--- config.mk ---
export PLATFORM = sky130hd
export DESIGN_NAME = adc_hex_formatter
export DESIGN_NICKNAME = d
export VERILOG_FILES = /design/src/rtl/adc_hex_formatter.sv
export SDC_FILE = /design/constraint.sdc
export NUM_CORES = 1
export LEC_CHECK = 0
export ABC_AREA = 1
export CORE_ASPECT_RATIO = 1.4
export CORE_MARGIN = 10
export CORE_UTILIZATION = 57
export CTS_BUF_LIST = sky130_fd_sc_hd__clkbuf_4 sky130_fd_sc_hd__clkbuf_8 sky130_fd_sc_hd__clkbuf_16
export DETAILED_ROUTE_END_ITERATION = 12
export PLACE_DENSITY = 0.85
export SETUP_SLACK_MARGIN = 0.1
export SLEW_MARGIN = 20
export SYNTH_ARGS = -nofsm -noshare
export SYNTH_HDL_FRONTEND = slang
export SYNTH_SLANG_ARGS = --single-unit
--- constraint.sdc ---
create_clock -name i_clk -period 2.1 [get_ports i_clk]
set_input_delay 0.315 -clock i_clk [delete_from_list [all_inputs] [get_ports i_clk]]
set_output_delay 0.315 -clock i_clk [all_outputs]
set_load 0.01 [all_outputs]
--- src/rtl/adc_hex_formatter.sv ---
// adc_hex_formatter: turns each 16-bit ADS1115 result into the ASCII line "HHHH\r\n" for an 8N1 UART.
// Latency: sample accepted -> first o_tx_start 3 cycles later (UART idle); one byte per start/busy round trip.
// Backpressure: ready only in IDLE; valids offered while busy are dropped and counted (saturating).
// Optional feature macro ADC_HEX_CHAN_PREFIX_EN: prefix each line with "Cn=" (n = latched channel).

module adc_hex_formatter #(
    parameter int DROP_W = 8
) (
    input  logic              i_clk,
    input  logic              i_rst,
    input  logic [15:0]       i_sample,
    input  logic [1:0]        i_chan,
    input  logic              i_sample_valid,
    output logic              o_sample_ready,
    output logic [7:0]        o_tx_data,
    output logic              o_tx_start,
    input  logic              i_tx_busy,
    output logic [DROP_W-1:0] o_drop_cnt
);

`ifdef ADC_HEX_CHAN_PREFIX_EN
    // "Cn=" + four digits + CR + LF
    localparam logic [3:0] LAST_IDX = 4'd8;
`else
    // four digits + CR + LF
    localparam logic [3:0] LAST_IDX = 4'd5;
`endif

    localparam logic [7:0] ASCII_CR = 8'h0D;
    localparam logic [7:0] ASCII_LF = 8'h0A;

    typedef enum logic [2:0] {
        ST_IDLE,
        ST_LOAD,
        ST_SEND,
        ST_WAIT_HI,
        ST_WAIT_LO
    } state_t;

    state_t      state;
    logic [3:0]  byte_idx;
    logic [15:0] sample_q;
    logic [7:0]  cur_byte;

`ifdef ADC_HEX_CHAN_PREFIX_EN
    logic [1:0]  chan_q;
`else
    // Channel only matters for the prefix; keep the port tied off without a holding register.
    logic        unused_chan;
    assign unused_chan = ^i_chan;
`endif

    // Nibble to uppercase ASCII hex digit.
    function automatic logic [7:0] hex_ascii(input logic [3:0] n);
        if (n < 4'd10) begin
            return 8'h30 + {4'h0, n};
        end
        return 8'h37 + {4'h0, n};
    endfunction

    // Select the byte of the current line addressed by byte_idx.
    always_comb begin
        cur_byte = 8'h00;
`ifdef ADC_HEX_CHAN_PREFIX_EN
        case (byte_idx)
            4'd0:    cur_byte = 8'h43;                    // 'C'
            4'd1:    cur_byte = 8'h30 + {6'b0, chan_q};   // '0'..'3'
            4'd2:    cur_byte = 8'h3D;                    // '='
            4'd3:    cur_byte = hex_ascii(sample_q[15:12]);
            4'd4:    cur_byte = hex_ascii(sample_q[11:8]);
            4'd5:    cur_byte = hex_ascii(sample_q[7:4]);
            4'd6:    cur_byte = hex_ascii(sample_q[3:0]);
            4'd7:    cur_byte = ASCII_CR;
            4'd8:    cur_byte = ASCII_LF;
            default: cur_byte = 8'h00;
        endcase
`else
        case (byte_idx)
            4'd0:    cur_byte = hex_ascii(sample_q[15:12]);
            4'd1:    cur_byte = hex_ascii(sample_q[11:8]);
            4'd2:    cur_byte = hex_ascii(sample_q[7:4]);
            4'd3:    cur_byte = hex_ascii(sample_q[3:0]);
            4'd4:    cur_byte = ASCII_CR;
            4'd5:    cur_byte = ASCII_LF;
            default: cur_byte = 8'h00;
        endcase
`endif
    end

    // Line sequencer: latch a sample, then walk its bytes through the UART start/busy handshake.
    always_ff @(posedge i_clk) begin
        if (i_rst) begin
            state          <= ST_IDLE;
            byte_idx       <= 4'd0;
            sample_q       <= 16'h0000;
            o_sample_ready <= 1'b0;
            o_tx_data      <= 8'h00;
            o_tx_start     <= 1'b0;
`ifdef ADC_HEX_CHAN_PREFIX_EN
            chan_q         <= 2'd0;
`endif
        end else begin
            // Start is a single-cycle pulse unless SEND fires this cycle.
            o_tx_start <= 1'b0;
            case (state)
                ST_IDLE: begin
                    // Ready comes up one cycle after reset or after the line finishes.
                    o_sample_ready <= 1'b1;
                    if (i_sample_valid && o_sample_ready) begin
                        sample_q       <= i_sample;
`ifdef ADC_HEX_CHAN_PREFIX_EN
                        chan_q         <= i_chan;
`endif
                        byte_idx       <= 4'd0;
                        o_sample_ready <= 1'b0;
                        state          <= ST_LOAD;
                    end
                end
                ST_LOAD: begin
                    // Byte is presented here and stays put until the UART has finished it.
                    o_tx_data <= cur_byte;
                    state     <= ST_SEND;
                end
                ST_SEND: begin
                    if (!i_tx_busy) begin
                        o_tx_start <= 1'b1;
                        state      <= ST_WAIT_HI;
                    end
                end
                ST_WAIT_HI: begin
                    // Busy rising is the acknowledge; no timeout, a dead UART stalls here.
                    if (i_tx_busy) begin
                        state <= ST_WAIT_LO;
                    end
                end
                ST_WAIT_LO: begin
                    if (!i_tx_busy) begin
                        if (byte_idx == LAST_IDX) begin
                            o_sample_ready <= 1'b1;
                            state          <= ST_IDLE;
                        end else begin
                            byte_idx <= byte_idx + 4'd1;
                            state    <= ST_LOAD;
                        end
                    end
                end
                default: begin
                    o_sample_ready <= 1'b0;
                    state          <= ST_IDLE;
                end
            endcase
        end
    end

    // Count samples offered while not ready; hold at all-ones rather than wrap.
    always_ff @(posedge i_clk) begin
        if (i_rst) begin
            o_drop_cnt <= '0;
        end else if (i_sample_valid && !o_sample_ready && (o_drop_cnt != {DROP_W{1'b1}})) begin
            o_drop_cnt <= o_drop_cnt + DROP_W'(1);
        end
    end

endmodule

Yosys cells after proc, flatten, opt, wreduce, memory -nomap -nowiden

Cells that the tools add are included.

Register bits: 41
Latch bits: 0
RAM bits: 0
Bits in read-only memories: 0
Word-level logic and storage cells: 84
Memories kept: 0

Add/subtract/negate cells: 10
Multiply operators: 0
Div/mod/pow operators: 0
$lt $le $gt $ge: 4
Eq/ne operators: 16
Shift operators: 0
Mux-type cells: 32
Bitwise logic cells: 2
Reduce and logical (&&, ||, !) cells: 13

Operators by type and width:

| cell                                                             | count |
|---|---|
| 8-bit 2-to-1 mux                                                 | 8 |
| 6-bit by 4-bit adder with 7-bit output (first input constant)    | 8 |
| 8-bit case mux with 6 select lines                               | 1 |
| 4-bit less-than comparator (second input constant)               | 4 |
| 3-bit case mux with 5 select lines                               | 1 |
| 1-bit 2-to-1 mux                                                 | 13 |
| 3-bit 2-to-1 mux                                                 | 4 |
| 4-bit 2-to-1 mux                                                 | 3 |
| 2-bit != test (second input constant)                            | 6 |
| 8-bit by 1-bit adder with 8-bit output (second input constant)   | 1 |
| 4-bit by 2-bit == test with 1-bit output (second input constant) | 2 |
| 4-bit by 3-bit == test with 1-bit output (second input constant) | 2 |
| 8-bit != test (second input constant)                            | 1 |
| 4-bit case mux with 2 select lines                               | 1 |
| 4-bit AND reduction                                              | 2 |
| 3-bit by 2-bit == test with 1-bit output (second input constant) | 2 |
| 4-bit by 1-bit adder with 4-bit output (second input constant)   | 1 |
| 4-bit by 1-bit == test with 1-bit output (second input constant) | 1 |
| 4-bit zero test                                                  | 1 |
| 3-bit by 1-bit == test with 1-bit output (second input constant) | 1 |
| 3-bit == test (second input constant)                            | 1 |
| 1-bit logical AND                                                | 3 |
| 3-bit zero test                                                  | 1 |
| 1-bit case mux with 3 select lines                               | 1 |
| other kinds (7)                                                  | 8 |

Longest topological paths before layout

Depth after elaboration: 5
Mapped depth: 11

Worst setup path after synthesis

No wires, ideal clock.

Path kind: register -> register
Start point: reg o_drop_cnt[0]
End point: reg o_drop_cnt[0]
Library setup time: 123 ps
Arrival time: 1294 ps
Data required time: 1977 ps
Setup slack: 683 ps
Cell stages (with the launch flop): 8
Clock period less this slack: 1417 ps
Path through: dfxtp_1 -> ha_1 -> nand3_2 -> o21ai_4 -> inv_2 -> buf_6 -> o21ai_0 -> a21oi_1

Cells in the longest elaborated chain, start to end: 2

Ends and longest elaborated chain:

| what                                                                           | line | source |
|---|---|---|
| start: declaration                                                             | 18   | `output logic [DROP_W-1:0] o_drop_cnt` |
| start signal: assignment                                                       | 160  | `o_drop_cnt <= o_drop_cnt + DROP_W'(1);` |
| branches (longest 2 deep; another with 8-bit by 1-bit adder with 8-bit output) | --   |  |

Parallel ways; which one is timed is not known.
A chain may end at the register's enable or synchronous reset.

Worst setup path after layout

Start point: reg o_drop_cnt[3]
End point: out o_drop_cnt[3]

No word-level cell between the ends.

==> results.toml <==
[setup_path]
path_cells = "clkdlybuf4s50_1"
worst-path-buf-inv = 1
critical_path_arrival_ns = 1.30
path_delay_family = "buffers and inverters"
cp.required_ns = 1.78
critPathLaunchType = "register"
max_stage_delay_ns = 0.58
cp_max_fo = 6
crit_path_end_kind = "output port"
crit_path_top_delay_cell = "clkdlybuf4s50_1"
path_class = "reg2out"

[placed_design]
dp_hpwl_mm = 4.19
place_congestion = 0.883
place_ws_ns = 0.445
place_inst = 417
port_buffers = 36

[sta]
final_hold_viol_count = 0
rsz0062_at_grt = "no"
finalCritPeriodShare = 0.770
min_period_ns = 1.62
setup_slack_ns = 0.482
slew_viol_final = 0
setup_viol = 0
finalSetupTns_ns = 0
max_freq_mhz = 618
skew_ns = 0.00569

[yosys]
yosysSeqAreaShare = 0.352
syn-cell-area_um2 = 2280
synth_cell_types = 32
synth_top_family_by_area = "simple AND/OR/NAND/NOR gates"
synth_warnings = 0
synth_compound_area_frac = 0.172
synthCells = 342
synth-xor-area-share = 0.0115
synth_fa_ha_area_frac = 0.0495
ys_ff_latch = 40
yosys.area_share.simple = 0.314
syn_area_per_cell_um2 = 6.65
synthMuxAreaShare = 0
synth_nets = 373

[final_layout]
layout-drive-gt1-share = 0.0942
fillers = 316
nets = 412
diodes = 0
fin_cells = 425
syn2layout_area_growth_pct = 23.0

[routing]
via_count = 2261
finalWirelength_mm = 5.38
drt_iter0_drc = 91
drt_pass1_iterations = 4
wire_per_inst_um = 12.6
remaining_drc_errors = 0
vias_per_cell = 5.32
ant_nets = 0

[cts]
cts_setup_buffers = 0
cts-root-buf = "clkbuf_8"
clk_path_buf_depth = 2
cts.sinks = 40
worstSkewPairLatency_ns = 0.30
clkTransAtPathRegs_ns = 0.08
cts_tree = "done"
htreeDepth = 2
numCtsBuffers = 5
postCtsHoldBufs = 0
cts-resized-gates = 0

[grt]
antenna_found_initial = 0
grt_overflow = 0
grt_pass1_wl_mm = 9.28
first_global_vias = 2232
track_usage = 0.163
grt_max_degree = 33

[power_and_ir_drop]
irDropWorstVdd_mv = 0.811
power.total_mw = 2.95
p_per_area_nw_per_um2 = 1050
p_leak_nw = 1.18

[job]
drv_cap = 0

[die]
core-area_um2 = 3880
fp.dieW_um = 73.4
num_rows = 27
initial_utilization = 0.586
die_h_um = 94.8
dieArea_um2 = 6960
ios = 40

[status]
outcome = "completed"

[min_path]
hold_path_class = "reg2reg"
==> logic make-up (layout without fill, tap and decap cells) <==
kind of cell	count (synthesis)	count (layout)
flops	40	40
other cells	1	1
simple gates	160	160
xor+xnor	3	3
buf+inv	56	96
compound gates	73	73
fa+ha+maj	9	9
==> metal layers <==
| metal | part of all wire | track usage | wire length, um | vias to the layer above |
|---|---|---|---|---|
| met5 | 0 | 0 | 0 | - |
| met4 | 0.027 | 0.0841 | 147 | 0 |
| met3 | 0.067 | 0.0483 | 362 | 15 |
| met2 | 0.53 | 0.304 | 2830 | 68 |
| met1 | 0.38 | 0.155 | 2030 | 995 |
| li1 | - | - | - | 1183 |
==> stage by stage <==
stage	instance area [um^2]	util	hold slack [ns]
global placement	2670	0.688	0.452
global route	2800	0.720	0.482
finish	2800	0.720	0.468
floorplan	2280	-	0.384
detailed placement	2670	0.688	0.457
CTS	2800	0.720	0.469
==> sequential cells by signal (all words and copies together), names as in the netlist <==
register / cells
state: 3
o_drop_cnt: 8
o_tx_start: 1
o_sample_ready: 1
byte_idx: 4
o_tx_data: 7
sample_q: 16
==> layout by cell type (no fill, tap or decap) <==
master           count
conb_1               1
dfxtp_1             40
ha_1                 9
xnor2_1              2
nand2_2              3
nand3_2              1
inv_1               40
a21oi_2              2
nand2_4              2
nor3_1               4
o21ai_4              1
nor2_2               4
clkdlybuf4s50_1     36
bufinv_16            1
nor3_2               1
a31oi_1              1
nor2_4               2
nand4_1              5
inv_2                8
a211oi_1             1
nand3_1             29
xor2_1               1
clkbuf_8             7
buf_4                4
a21oi_1             35
nand2_1             85
o211ai_1             1
nor2_1              24
o21ai_1              7
o21ai_0             25
==> layout make-up <==
type,count,area [um^2],area share
clock buffer,7,96.3,0.0344
sequential,40,801,0.286
tap,43,53.8,0.0192
clock inverter,1,30.0,0.0107
multi-input combinational,246,1250,0.446
timing repair buffer,40,390,0.139
inverter,48,180,0.0644
==> report_power, final <==
group	switching (mW)	total (mW)	leakage [nW]	internal, mW
sequential	0.129	1.04	0.326	0.915
clock	0.271	0.691	0.0645	0.419
combinational	0.753	1.22	0.785	0.462
total	1.15	2.95	1.18	1.80
==> synthesized netlist by cell type <==
| cell type | number | area, um^2 |
|---|---|---|
| a211oi_1 | 1 | 7.51 |
| a21oi_1 | 35 | 175 |
| a21oi_2 | 2 | 17.5 |
| a31oi_1 | 1 | 6.26 |
| buf_1 | 1 | 3.75 |
| buf_2 | 1 | 5.00 |
| buf_4 | 2 | 15.0 |
| buf_6 | 1 | 11.3 |
| clkbuf_1 | 2 | 7.51 |
| clkbuf_2 | 1 | 5.00 |
| conb_1 | 1 | 3.75 |
| dfxtp_1 | 40 | 801 |
| ha_1 | 9 | 113 |
| inv_1 | 40 | 150 |
| inv_2 | 8 | 30.0 |
| nand2_1 | 85 | 319 |
| nand2_2 | 3 | 18.8 |
| nand2_4 | 2 | 22.5 |
| nand3_1 | 29 | 145 |
| nand3_2 | 1 | 10.0 |
| nand4_1 | 5 | 31.3 |
| nor2_1 | 24 | 90.1 |
| nor2_2 | 4 | 25.0 |
| nor2_4 | 2 | 22.5 |
| nor3_1 | 4 | 20.0 |
| nor3_2 | 1 | 10.0 |
| o211ai_1 | 1 | 7.51 |
| o21ai_0 | 25 | 125 |
| o21ai_1 | 7 | 35.0 |
| o21ai_4 | 1 | 16.3 |
| xnor2_1 | 2 | 17.5 |
| xor2_1 | 1 | 8.76 |
==> path summary, 6_finish.rpt <==
kind / start / end / slack (ns) / cells after the start
worst max-delay path: o_drop_cnt[3]$_SDFFE_PP0P_ / o_drop_cnt[3] / 0.48 / 1
worst min-delay path: o_tx_data[6]$_SDFFE_PP0P_ / o_tx_data[6]$_SDFFE_PP0P_ / 0.47 / 2
worst max register to register: byte_idx[0]$_SDFFE_PP0P_ / o_tx_data[2]$_SDFFE_PP0P_ / 0.53 / 8
worst min register to register: o_tx_data[6]$_SDFFE_PP0P_ / o_tx_data[6]$_SDFFE_PP0P_ / 0.47 / 2
No activity file was read; power rests on OpenSTA's default activity.
